### src/rtl/mem_access_stage.sv
// Memory-access pipeline stage: ALU passthrough, data-memory loads/stores, MEM forwarding bundle.
// Optional macro MEM_MISALIGN_CHECK_EN enables alignment checking of H/W accesses.
module mem_access_stage #(
  parameter int unsigned XLEN   = 32,
  parameter int unsigned REG_AW = 5
) (
  input  logic              clk,
  input  logic              rst,
  input  logic              ex_valid,
  output logic              ex_ready,
  input  logic [XLEN-1:0]   ex_alu_result,
  input  logic [XLEN-1:0]   ex_store_data,
  input  logic [REG_AW-1:0] ex_rd,
  input  logic              ex_reg_write,
  input  logic              ex_mem_read,
  input  logic              ex_mem_write,
  input  logic [2:0]        ex_funct3,
  output logic              dmem_req,
  output logic              dmem_we,
  output logic [XLEN-1:0]   dmem_addr,
  output logic [XLEN-1:0]   dmem_wdata,
  output logic [3:0]        dmem_be,
  input  logic              dmem_gnt,
  input  logic              dmem_rvalid,
  input  logic [XLEN-1:0]   dmem_rdata,
  output logic [REG_AW-1:0] fwd_rd,
  output logic              fwd_reg_write,
  output logic [XLEN-1:0]   fwd_alu_result,
  output logic              wb_valid,
  output logic [REG_AW-1:0] wb_rd,
  output logic              wb_reg_write,
  output logic [XLEN-1:0]   wb_data,
  output logic              misalign_err
);

  localparam int unsigned BE_W = 4;
  localparam int unsigned F3_W = 3;

  typedef enum logic [1:0] {IDLE, REQ, WAIT_RD} stateT;

  stateT             state, stateNext;
  logic              exReadyNext, dmemReqNext, dmemWeNext;
  logic [XLEN-1:0]   dmemAddrNext, dmemWdataNext;
  logic [BE_W-1:0]   dmemBeNext;
  logic [REG_AW-1:0] fwdRdNext, wbRdNext;
  logic              fwdRegWriteNext, wbValidNext, wbRegWriteNext, misalignErrNext;
  logic [XLEN-1:0]   fwdAluResultNext, wbDataNext;
  logic              heldRegWrite, heldRegWriteNext;
  logic [F3_W-1:0]   heldFunct3, heldFunct3Next;

  logic              exMemOp, exMisaligned;
  logic [1:0]        exOffset;
  logic [BE_W-1:0]   beBase, exBe;
  logic [XLEN-1:0]   exWdata;

  assign exMemOp  = ex_mem_read | ex_mem_write;
  assign exOffset = ex_alu_result[1:0];
  // Shifting a 4-bit mask drops enables that fall past byte 3.
  assign exBe     = beBase << exOffset;

  // Byte-lane mask and lane-positioned store data.
  always_comb begin
    beBase  = 4'b1111;
    exWdata = ex_store_data << {exOffset, 3'b000};
    case (ex_funct3[1:0])
      2'b00: begin
        beBase  = 4'b0001;
        exWdata = XLEN'({4{ex_store_data[7:0]}});
      end
      2'b01: begin
        beBase  = 4'b0011;
        exWdata = XLEN'({2{ex_store_data[15:0]}}) << {exOffset[0], 3'b000};
      end
      default: ;
    endcase
  end

`ifdef MEM_MISALIGN_CHECK_EN
  always_comb begin
    case (ex_funct3[1:0])
      2'b00:   exMisaligned = 1'b0;
      2'b01:   exMisaligned = exOffset[0];
      default: exMisaligned = |exOffset;
    endcase
  end
`else
  assign exMisaligned = 1'b0;
`endif

  // Lane select and sign/zero extension of the returned load word.
  function automatic logic [XLEN-1:0] formatLoad(input logic [XLEN-1:0] rdata,
                                                 input logic [1:0] offset,
                                                 input logic [F3_W-1:0] funct3);
    logic [XLEN-1:0] shifted;
    shifted = rdata >> {offset, 3'b000};
    case (funct3[1:0])
      2'b00:   formatLoad = funct3[2] ? {{(XLEN-8){1'b0}}, shifted[7:0]}
                                      : {{(XLEN-8){shifted[7]}}, shifted[7:0]};
      2'b01:   formatLoad = funct3[2] ? {{(XLEN-16){1'b0}}, shifted[15:0]}
                                      : {{(XLEN-16){shifted[15]}}, shifted[15:0]};
      default: formatLoad = shifted;
    endcase
  endfunction

  // Next-state and next-output logic.
  always_comb begin
    stateNext        = state;
    dmemReqNext      = dmem_req;
    dmemWeNext       = dmem_we;
    dmemAddrNext     = dmem_addr;
    dmemWdataNext    = dmem_wdata;
    dmemBeNext       = dmem_be;
    fwdRdNext        = fwd_rd;
    fwdRegWriteNext  = fwd_reg_write;
    fwdAluResultNext = fwd_alu_result;
    heldRegWriteNext = heldRegWrite;
    heldFunct3Next   = heldFunct3;
    wbValidNext      = 1'b0;
    wbRdNext         = wb_rd;
    wbRegWriteNext   = wb_reg_write;
    wbDataNext       = wb_data;
    misalignErrNext  = 1'b0;

    case (state)
      IDLE: begin
        if (ex_valid && ex_ready) begin
          fwdRdNext        = ex_rd;
          fwdRegWriteNext  = ex_reg_write && !ex_mem_read;
          fwdAluResultNext = ex_alu_result;
          heldRegWriteNext = ex_reg_write;
          heldFunct3Next   = ex_funct3;
          if (exMemOp && exMisaligned) begin
            misalignErrNext = 1'b1;
            wbValidNext     = 1'b1;
            wbRegWriteNext  = 1'b0;
            wbRdNext        = '0;
            wbDataNext      = ex_alu_result;
          end else if (exMemOp) begin
            stateNext     = REQ;
            dmemReqNext   = 1'b1;
            dmemWeNext    = ex_mem_write;
            dmemAddrNext  = {ex_alu_result[XLEN-1:2], 2'b00};
            dmemBeNext    = exBe;
            dmemWdataNext = exWdata;
          end else begin
            wbValidNext    = 1'b1;
            wbRegWriteNext = ex_reg_write;
            wbRdNext       = ex_reg_write ? ex_rd : '0;
            wbDataNext     = ex_alu_result;
          end
        end
      end
      REQ: begin
        if (dmem_gnt) begin
          dmemReqNext = 1'b0;
          if (dmem_we) begin
            stateNext      = IDLE;
            wbValidNext    = 1'b1;
            wbRegWriteNext = 1'b0;
            wbRdNext       = '0;
            wbDataNext     = fwd_alu_result;
          end else begin
            stateNext = WAIT_RD;
          end
        end
      end
      WAIT_RD: begin
        if (dmem_rvalid) begin
          stateNext      = IDLE;
          wbValidNext    = 1'b1;
          wbRegWriteNext = heldRegWrite;
          wbRdNext       = heldRegWrite ? fwd_rd : '0;
          wbDataNext     = formatLoad(dmem_rdata, fwd_alu_result[1:0], heldFunct3);
        end
      end
      default: stateNext = IDLE;
    endcase

    exReadyNext = (stateNext == IDLE);
  end

  // State and registered outputs.
  always_ff @(posedge clk or posedge rst) begin
    if (rst) begin
      state          <= IDLE;
      ex_ready       <= 1'b1;
      dmem_req       <= 1'b0;
      dmem_we        <= 1'b0;
      dmem_addr      <= '0;
      dmem_wdata     <= '0;
      dmem_be        <= '0;
      fwd_rd         <= '0;
      fwd_reg_write  <= 1'b0;
      fwd_alu_result <= '0;
      heldRegWrite   <= 1'b0;
      heldFunct3     <= '0;
      wb_valid       <= 1'b0;
      wb_rd          <= '0;
      wb_reg_write   <= 1'b0;
      wb_data        <= '0;
      misalign_err   <= 1'b0;
    end else begin
      state          <= stateNext;
      ex_ready       <= exReadyNext;
      dmem_req       <= dmemReqNext;
      dmem_we        <= dmemWeNext;
      dmem_addr      <= dmemAddrNext;
      dmem_wdata     <= dmemWdataNext;
      dmem_be        <= dmemBeNext;
      fwd_rd         <= fwdRdNext;
      fwd_reg_write  <= fwdRegWriteNext;
      fwd_alu_result <= fwdAluResultNext;
      heldRegWrite   <= heldRegWriteNext;
      heldFunct3     <= heldFunct3Next;
      wb_valid       <= wbValidNext;
      wb_rd          <= wbRdNext;
      wb_reg_write   <= wbRegWriteNext;
      wb_data        <= wbDataNext;
      misalign_err   <= misalignErrNext;
    end
  end

endmodule

### config.mk
export PLATFORM = sky130hd
export DESIGN_NAME = mem_access_stage
export DESIGN_NICKNAME = d
export VERILOG_FILES = /design/src/rtl/mem_access_stage.sv
export SDC_FILE = /design/constraint.sdc
export NUM_CORES = 1
export LEC_CHECK = 0
export CELL_PAD_IN_SITES_DETAIL_PLACEMENT = 2
export CELL_PAD_IN_SITES_GLOBAL_PLACEMENT = 2
export CORE_MARGIN = 2
export CORE_UTILIZATION = 31
export CTS_BUF_LIST = sky130_fd_sc_hd__clkbuf_2 sky130_fd_sc_hd__clkbuf_4 sky130_fd_sc_hd__clkbuf_8
export DETAILED_ROUTE_END_ITERATION = 8
export GPL_TIMING_DRIVEN = 1
export PLACE_DENSITY = 0.91
export RECOVER_POWER = 100
export SYNTH_ARGS = -nofsm -noshare
export SYNTH_HDL_FRONTEND = slang
export SYNTH_SLANG_ARGS = --single-unit
### constraint.sdc
create_clock -name clk -period 14.9 [get_ports clk]
set_input_delay 2.235 -clock clk [delete_from_list [all_inputs] [get_ports clk]]
set_output_delay 2.235 -clock clk [all_outputs]
set_load 0.01 [all_outputs]
==> impl_metrics.toml, run 1 <==
[sta]
grt_setup_unrepaired = "no"
finClkSkew_ns = 0.0211
fin_crit_sh_pct = 53.8
setup_tns_ns = 0
hold_viol_final = 0
max_freq_mhz = 125
tightest_slew_ns = 4.51
drv_slew = 409
slew_headroom_pct = -202
setup_viol = 0
period_minus_slack_ns = 8.01

[yosys]
synth_edf_count = 0
synth.mux.area_fraction_pct = 14.3
yosysWarnings = 0
synth_xor_area_share_pct = 0
ys_types = 65
yosys.area_share.adder_pct = 0.621
syn_inst = 782
synth_compound_area_share_pct = 17.5
ys_seq_area_share_pct = 47.2
synth_area_leaders = "dfrtp_1 (47%), mux2_2 (6.4%), nand2_1 (6.2%)"
syn_avg_cell_area_um2 = 10.3
synth_top_family_by_area = "compound AO/OA/AOI/OAI gates"
synthSimpleGateAreaFrac_pct = 15.1
syn_area_um2 = 8060
synth_top_area_share_pct = 46.9
synth_flop_cell = "dfrtp_1"
synth-seq-cells = 152
yosys.area.top_type = "dfrtp_1"
async_flop_share_pct = 100

[cts]
cts_root_buf = "clkbuf_8"
ctsResizeCount = 0
clockBufferDepth = 2
cts_buffers = 17
cts_setup_buffers = 0
clk_latency_ns = 0.46
cts_hold_buffers = 0
h-tree-depth = 4
clkTransAtPathRegs_ns = 0.09
clock-sinks = 152
cts_tree = "yes"

[cells_and_area]
fillers = 2695
drive_above_1_share_pct = 12.0
final_area_um2 = 11200
layout_common_cells = "dfrtp_1 (151), dlygate4sd3_1 (149), nand2_1 (133)"
regArea_um2 = 3800
syn2layout_area_growth_pct = 38.4
multi_input_area_um2 = 3840
final_net_count = 1118
final_common_cell = "dfrtp_1"

[setup_path]
r2r_start = "state[1]$_DFF_PP0_"
end_kind = "async pin"
worst_r2r_endpoint = "dmem_wdata[6]$_DFFE_PP0P_"
critPathLaunchType = "input port"
reg2reg_slack_ns = 10.21
crit_type = "input port to async pin"
cp_max_fo = 97
slowest_stage = "clkinvlp_2"
max_stage_delay_ns = 2.50
crit_buf_inv = 3
path_cells = "dlygate4sd3_1, clkinvlp_2, clkbuf_1"
arrival_ns = 7.87
rr_worst_depth = 6
required_ns = 14.76
critPathTopFamily = "buffers and inverters"

[power_and_ir_drop]
p_leak_nw = 4.62
finalPower_mw = 2.34
power-per-cell-area_nw_per_um2 = 210
ir_drop_uv = 128

[hold_path]
hold_start = "dmem_addr[15]$_DFFE_PP0P_"
hold_depth = 2
min_path_type = "flip-flop to flip-flop"
whs_endpoint = "dmem_addr[15]$_DFFE_PP0P_"

[die]
core.rowCount = 59
io_pins = 261
die-area_um2 = 27300
initial_core_util_pct = 31.3
core_area_um2 = 25800
die_h_um = 165
die_width_um = 165

[global_route]
grt_pass1_wl_um = 49500
first_global_vias = 7993
antenna_found_initial = 1
grt_start_max_net_pins = 98
grt_use_total_pct = 24.0
grt_overflow_total = 0

[placement]
portBuffers = 257
place.gp.congestion = 0.809
dp_hpwl_um = 22800
place_area_um2 = 10800

[route]
vias_per_cell = 5.45
drt-pass1-iter-count = 5
detail-route-antenna-nets = 0
drt_iter0_markers = 448
vias = 7374
drc = 0
drt_wl_total_um = 32200
wl_per_cell_um = 23.8

[run]
drv_cap = 7

[outcome]
failed_checks = "capacitance limit, slew limit"
status = "complete, but fails checks"
cells in the mapped netlist, types with 9 or more instances:
cell type / count
buf_4: 15
nand3_1: 9
inv_1: 11
nand2_1: 133
mux4_2: 12
nor2_1: 29
mux2i_1: 35
nor4_1: 13
a21oi_1: 38
o22a_1: 14
o21ai_0: 47
a211oi_2: 10
nand3b_1: 12
nor3_1: 18
buf_2: 17
mux2_2: 46
and3_1: 10
a31oi_1: 16
clkbuf_1: 23
dfrtp_1: 151
a22o_1: 16
registers in the layout (all words and copies together), names as in the netlist:
register / count
state: 2
dmem_req: 1
wb_valid: 1
fwd_rd: 5
wb_rd: 5
dmem_be: 4
fwd_reg_write: 1
fwd_alu_result: 32
ex_ready: 1
heldRegWrite: 1
wb_reg_write: 1
dmem_addr: 30
heldFunct3: 3
dmem_wdata: 32
dmem_we: 1
wb_data: 32
final cells by class:
type,count,share of cell area (%)
Multi-Input combinational cell,553,34.4
Sequential cell,152,34.1
Timing Repair Buffer,267,23.6
Tap cell,335,3.76
Clock buffer,20,2.41
Clock inverter,12,1.26
Inverter,11,0.381
Antenna cell,3,0.0673
logic make-up (layout without fill, tap and decap cells):
logic type | Yosys count | count (layout)
compound gates | 197 | 197
buf+inv | 79 | 310
fa+ha+maj | 4 | 4
flops | 152 | 152
simple gates | 255 | 255
mux | 94 | 94
other cells | 1 | 6
routing by layer:
metal	global-route usage [%]	up-vias	routed length [um]
met3	3.82	47	1370
met2	41.0	221	16300
met1	31.1	3824	13700
met5	0	-	0
li1	-	3282	-
met4	7.63	0	847
stage by stage:
stage               setup slack [ns]  utilization [%]  cells  hold slack (ns)
floorplan                       8.57                -    784            0.472
global placement               10.14             41.9   1318            0.460
detailed placement              9.92             41.9   1318            0.468
CTS                            10.38             43.5   1350            0.487
global route                    5.84             43.3   1351            0.507
finish                          6.89             43.3   1353            0.475
power by group:
part | internal, mW | switching [mW] | total [mW]
Clock | 0.162 | 0.176 | 0.338
Combinational | 0.569 | 0.656 | 1.22
Sequential | 0.616 | 0.163 | 0.779
worst max path at each step:
stage                 startpoint                   endpoint  slack [ns]  cells past startpoint
finish                       rst    wb_data[30]$_DFFE_PP0P_        6.89                      3
global route                 rst  heldFunct3[2]$_DFFE_PP0P_        5.84                      3
CTS                 ex_mem_write       wb_rd[2]$_DFFE_PP0P_       10.38                      5
detailed placement  ex_mem_write       wb_rd[2]$_DFFE_PP0P_        9.92                      5
global placement    ex_mem_write   wb_reg_write$_DFFE_PP0P_       10.14                      5
floorplan                    rst  dmem_addr[10]$_DFFE_PP0P_        8.57                      1
tightest hold or removal path, stage by stage (launching register included):
cell	delay, ns
dfrtp_1	0.34
nand2_1	0.05
nand2_1	0.06
(Power assumes the default switching activity.)
==> run 2: changes to the inputs <==
--- a/config.mk
+++ b/config.mk
@@ -8,11 +8,11 @@
 export CELL_PAD_IN_SITES_DETAIL_PLACEMENT = 2
 export CELL_PAD_IN_SITES_GLOBAL_PLACEMENT = 2
 export CORE_MARGIN = 2
-export CORE_UTILIZATION = 31
+export CORE_UTILIZATION = 26
 export CTS_BUF_LIST = sky130_fd_sc_hd__clkbuf_2 sky130_fd_sc_hd__clkbuf_4 sky130_fd_sc_hd__clkbuf_8
 export DETAILED_ROUTE_END_ITERATION = 8
 export GPL_TIMING_DRIVEN = 1
-export PLACE_DENSITY = 0.91
+export PLACE_DENSITY = 0.82
 export RECOVER_POWER = 100
 export SYNTH_ARGS = -nofsm -noshare
 export SYNTH_HDL_FRONTEND = slang
==> constraint.sdc (replaced) <==
create_clock -name clk -period 7.1 [get_ports clk]
set_input_delay 1.065 -clock clk [delete_from_list [all_inputs] [get_ports clk]]
set_output_delay 1.065 -clock clk [all_outputs]
set_load 0.01 [all_outputs]
==> impl_metrics.toml, run 2 (synthesized netlist as in run 1, its figures left out) <==
[cts]
ctsResizeCount = 0
h-tree-depth = 4
cts_setup_buffers = 0
clk_latency_ns = 0.46
cts_root_buf = "clkbuf_8"
cts_tree = "yes"
cts_buffers = 17
clockBufferDepth = 2
clock-sinks = 152
cts_hold_buffers = 0
clkTransAtPathRegs_ns = 0.09

[global_route]
grt_use_total_pct = 19.8
grt_pass1_wl_um = 49900
grt_start_max_net_pins = 96
grt_overflow_total = 0
first_global_vias = 8057
antenna_found_initial = 3

[power_and_ir_drop]
ir_drop_uv = 200
power-per-cell-area_nw_per_um2 = 437
p_leak_nw = 4.64

[sta]
drv_slew = 377
grt_setup_unrepaired = "no"
period_minus_slack_ns = 4.69
setup_viol = 0
tightest_slew_ns = 4.40
hold_viol_final = 0
slew_headroom_pct = -195
finClkSkew_ns = 0.0191
fin_crit_sh_pct = 66.0
setup_tns_ns = 0
max_freq_mhz = 213

[setup_path]
r2r_start = "state[0]$_DFF_PP0_"
startpoint = "ex_valid"
critPathLaunchType = "input port"
arrival_ns = 5.03
end_kind = "flip-flop"
cp_max_fo = 54
required_ns = 7.44
crit_type = "input port to flip-flop"

[outcome]
failed_checks = "capacitance limit, slew limit"
status = "complete, but fails checks"

[placement]
place.gp.congestion = 0.774
place_area_um2 = 10900
dp_hpwl_um = 22700
portBuffers = 257

[route]
vias = 7217
detail-route-antenna-nets = 0
drt_wl_total_um = 32000
drc = 0
wl_per_cell_um = 22.6
vias_per_cell = 5.10
drt_iter0_markers = 358
drt-pass1-iter-count = 5

[die]
die_width_um = 180
core.rowCount = 64
die_h_um = 180
io_pins = 261
core_area_um2 = 30600
initial_core_util_pct = 26.3
die-area_um2 = 32400

[cells_and_area]
layout_common_cells = "dfrtp_1 (151), dlygate4sd3_1 (146), nand2_1 (133)"
drive_above_1_share_pct = 11.7
final_common_cell = "dfrtp_1"
final_area_um2 = 11300
final_net_count = 1120
reg_top3 = "dmem_wdata x32, fwd_alu_result x32, wb_data x32"
syn2layout_area_growth_pct = 39.6

[hold_path]
hold_start = "dmem_addr[6]$_DFFE_PP0P_"
min_path_type = "flip-flop to flip-flop"

[run]
drv_cap = 8
-- run 2: cell count changes in the layout (fill, tap and decap cells not counted), moves of 2 or more --
cell,delta
a211oi_1,+4
a211oi_2,-4
buf_4,+2
clkdlybuf4s50_1,+3
clkinv_4,+4
dlygate4sd3_1,-3
inv_6,-3
-- run 2: area by class of cell --
type                            instances  area (um^2)
Antenna cell                            3         7.51
Clock inverter                         13          171
Clock buffer                           19          255
Multi-Input combinational cell        553         3830
Sequential cell                       152         3800
Timing Repair Buffer                  269         2640
Tap cell                              396          495
Fill cell                            3291        19300
Inverter                               11         42.5
-- run 2: power by group --
part           internal (mW)  switching (mW)  total (mW)
Clock                  0.365           0.374       0.739
Sequential              1.29           0.334        1.63
Combinational           1.19            1.35        2.55
-- run 2: layer usage --
layer / GRT usage, % / up-vias / share of wire (%)
met5: 0 / - / 0
met4: 5.61 / 0 / 1.9
met3: 3.29 / 39 / 3.7
met2: 33.8 / 192 / 50
met1: 25.7 / 3708 / 44
li1: - / 3278 / -
-- run 2: worst paths after layout --
kind | end | slack [ns] | cells past startpoint
max | dmem_wdata[30]$_DFFE_PP0P_ | 2.41 | 6
min | dmem_addr[6]$_DFFE_PP0P_ | 0.48 | 2
max reg2reg | wb_reg_write$_DFFE_PP0P_ | 2.63 | 7
min reg2reg | dmem_addr[6]$_DFFE_PP0P_ | 0.48 | 2
max in group asynchronous | wb_data[29]$_DFFE_PP0P_ | 2.58 | 3
min in group asynchronous | dmem_addr[7]$_DFFE_PP0P_ | 2.26 | 2
-- run 2: critical path, stage by stage --
cell and delay (ns):
dlygate4sd3_1 0.64, nand3_1 0.18, nor2_4 0.13, clkbuf_1 2.05, o21ai_0 0.59, o22a_1 0.37
-- run 2: per-stage QoR --
| stage | hold WS, ns | power, mW | worst slack (ns) | std cells | util, % |
|---|---|---|---|---|---|
| global route | 0.507 | 5.25 | 1.87 | 1415 | 36.8 |
| global placement | 0.459 | 4.30 | 3.76 | 1381 | 35.6 |
| CTS | 0.489 | 5.18 | 3.80 | 1413 | 37.0 |
| detailed placement | 0.467 | 4.41 | 3.58 | 1381 | 35.6 |
| finish | 0.475 | 4.91 | 2.41 | 1416 | 36.8 |
| floorplan | 0.472 | 3.03 | 1.94 | 784 | - |
==> run 3: changes to the inputs <==
==> constraint.sdc (replaced) <==
create_clock -name clk -period 3.8 [get_ports clk]
set_input_delay 0.57 -clock clk [delete_from_list [all_inputs] [get_ports clk]]
set_output_delay 0.57 -clock clk [all_outputs]
set_load 0.01 [all_outputs]
==> impl_metrics.toml, run 3 (synthesized netlist as in run 1, its figures left out) <==
[setup_path]
crit_buf_inv = 2
slowest_stage = "clkbuf_1"
critPathLaunchType = "input port"
required_ns = 4.20
critPathTopFamily = "buffers and inverters"
end_kind = "flip-flop"
r2r_start = "state[0]$_DFF_PP0_"
crit_type = "input port to flip-flop"
max_stage_delay_ns = 1.46
path_cells = "dlygate4sd3_1, o2111ai_1, clkbuf_1, a21oi_1, nor2_1"
arrival_ns = 3.53
startpoint = "ex_mem_write"
cp_max_fo = 33

[sta]
setup_viol = 0
finalWorstSetupSlack_ns = 0.667
fin_crit_sh_pct = 82.4
tightest_slew_ns = 1.97
period_minus_slack_ns = 3.13
finClkSkew_ns = 0.0160
max_freq_mhz = 319
hold_viol_final = 0
setup_tns_ns = 0
slew_headroom_pct = -31.0
drv_slew = 71
grt_setup_unrepaired = "no"
whs_ns = 0.478

[outcome]
status = "complete, but fails checks"
failed_checks = "capacitance limit, slew limit"

[cells_and_area]
layout_common_cells = "dfrtp_1 (150), dlygate4sd3_1 (147), nand2_1 (133)"
reg_top3 = "dmem_wdata x32, fwd_alu_result x32, wb_data x32"
fillers = 3320
final_common_cell = "dfrtp_1"
final_net_count = 1127
layout.cells.non_filler = 1421
syn2layout_area_growth_pct = 40.0
drive_above_1_share_pct = 13.1

[placement]
dp_cells = 1388
portBuffers = 257
dp_hpwl_um = 23100
preCtsSetupSlack_ns = 0.831
place.gp.congestion = 0.792

[power_and_ir_drop]
internal_power_mw = 5.20
ir_drop_uv = 641
power-per-cell-area_nw_per_um2 = 802
p_sw_mw = 3.85
power_switching_share_pct = 42.6
p_leak_nw = 4.66
seq_power_share_pct = 33.4
p_comb_share_pct = 52.7
clkPwrFrac_pct = 13.9

[cts]
cts_buffers = 17
clock-sinks = 152
clockBufferDepth = 2
cts_setup_buffers = 0
ctsResizeCount = 0
clkTransAtPathRegs_ns = 0.10
cts_tree = "yes"
clk_latency_ns = 0.46
cts_root_buf = "clkbuf_8"
h-tree-depth = 4
cts_hold_buffers = 0

[die]
core.rowCount = 64
core_area_um2 = 30600
die_width_um = 180
die-area_um2 = 32400
io_pins = 261
die_h_um = 180
initial_core_util_pct = 26.3

[route]
drt-pass1-iter-count = 6
drt_iter0_markers = 376
drt_wl_total_um = 32300
routed.top_layer = "met4"
vias = 7290
vias_per_cell = 5.13
detail-route-antenna-nets = 0
wl_met2_um = 15800
drt-met1-wl_um = 14600
wl_met3_um = 1200
drc = 0
wl_per_cell_um = 22.7

[global_route]
antenna_found_initial = 1
grt_use_total_pct = 20.2
grt_pass1_wl_um = 50700
grt_overflow_total = 0
grt_start_max_net_pins = 100
first_global_vias = 8044

[run]
drv_cap = 2

[hold_path]
min_path_type = "flip-flop to flip-flop"
hold_start = "dmem_wdata[24]$_DFFE_PP0P_"
[run 3: cell count changes in the layout (fill, tap and decap cells not counted), moves of 3 or more]
cell / previous run / this run
buf_4: 7 / 12
clkinvlp_4: 2 / 5
a211oi_1: 13 / 8
clkinv_4: 6 / 1
a211oi_2: 5 / 10
[run 3: layer usage]
| metal | GRT usage [%] | vias up |
|---|---|---|
| met1 | 26.7 | 3778 |
| met3 | 3.96 | 33 |
| met5 | 0 | - |
| li1 | - | 3286 |
| met4 | 5.68 | 0 |
| met2 | 33.8 | 193 |
[run 3: final timing paths]
check / to / slack [ns] / cells past startpoint
worst max register to register: ex_ready$_DFF_PP1_ / 0.79 / 6
max in group asynchronous: wb_data[17]$_DFFE_PP0P_ / 2.32 / 3
min in group asynchronous: dmem_addr[12]$_DFFE_PP0P_ / 0.55 / 2
worst max-delay path: ex_ready$_DFF_PP1_ / 0.67 / 5
worst min register to register: dmem_wdata[24]$_DFFE_PP0P_ / 0.48 / 2
worst min-delay path: dmem_wdata[24]$_DFFE_PP0P_ / 0.48 / 2
[run 3: per-stage QoR]
step	instance area, um^2	util [%]	power, mW
after global routing	11300	36.9	9.73
after floorplan	8070	-	5.66
after global placement	11000	35.8	8.01
after detailed placement	11000	35.8	8.23
after CTS	11300	37.0	9.54
final	11300	36.9	9.05
[run 3: layout make-up]
class / count / area [um^2] / area share, %
multi-input cells: 553 / 3850 / 34.1
flip-flops and latches: 152 / 3810 / 33.7
repair buffers: 276 / 2720 / 24.1
well taps: 396 / 495 / 4.39
clock buffers: 21 / 270 / 2.39
clock inverters: 11 / 100 / 0.887
inverters: 11 / 42.5 / 0.377
diodes: 1 / 2.50 / 0.0222
[run 3: worst reg2reg max path, delay by kind of cell, from the launching register on]
family / cells / cell delay [ns]
buf+inv: 2 / 1.54
compound gates: 2 / 0.50
flops: 1 / 0.42
fa+ha+maj: 1 / 0.29
simple gates: 1 / 0.20
[run 3: power groups by stage]
stage	combinational, mW	sequential (mW)	clock [mW]
2_1_floorplan	2.42	3.24	0
5_1_grt	5.20	3.15	1.38
3_5_place_dp	5.14	3.09	0
6_report	4.77	3.02	1.25
3_3_place_gp	4.96	3.05	0
4_1_cts	5.15	3.07	1.31
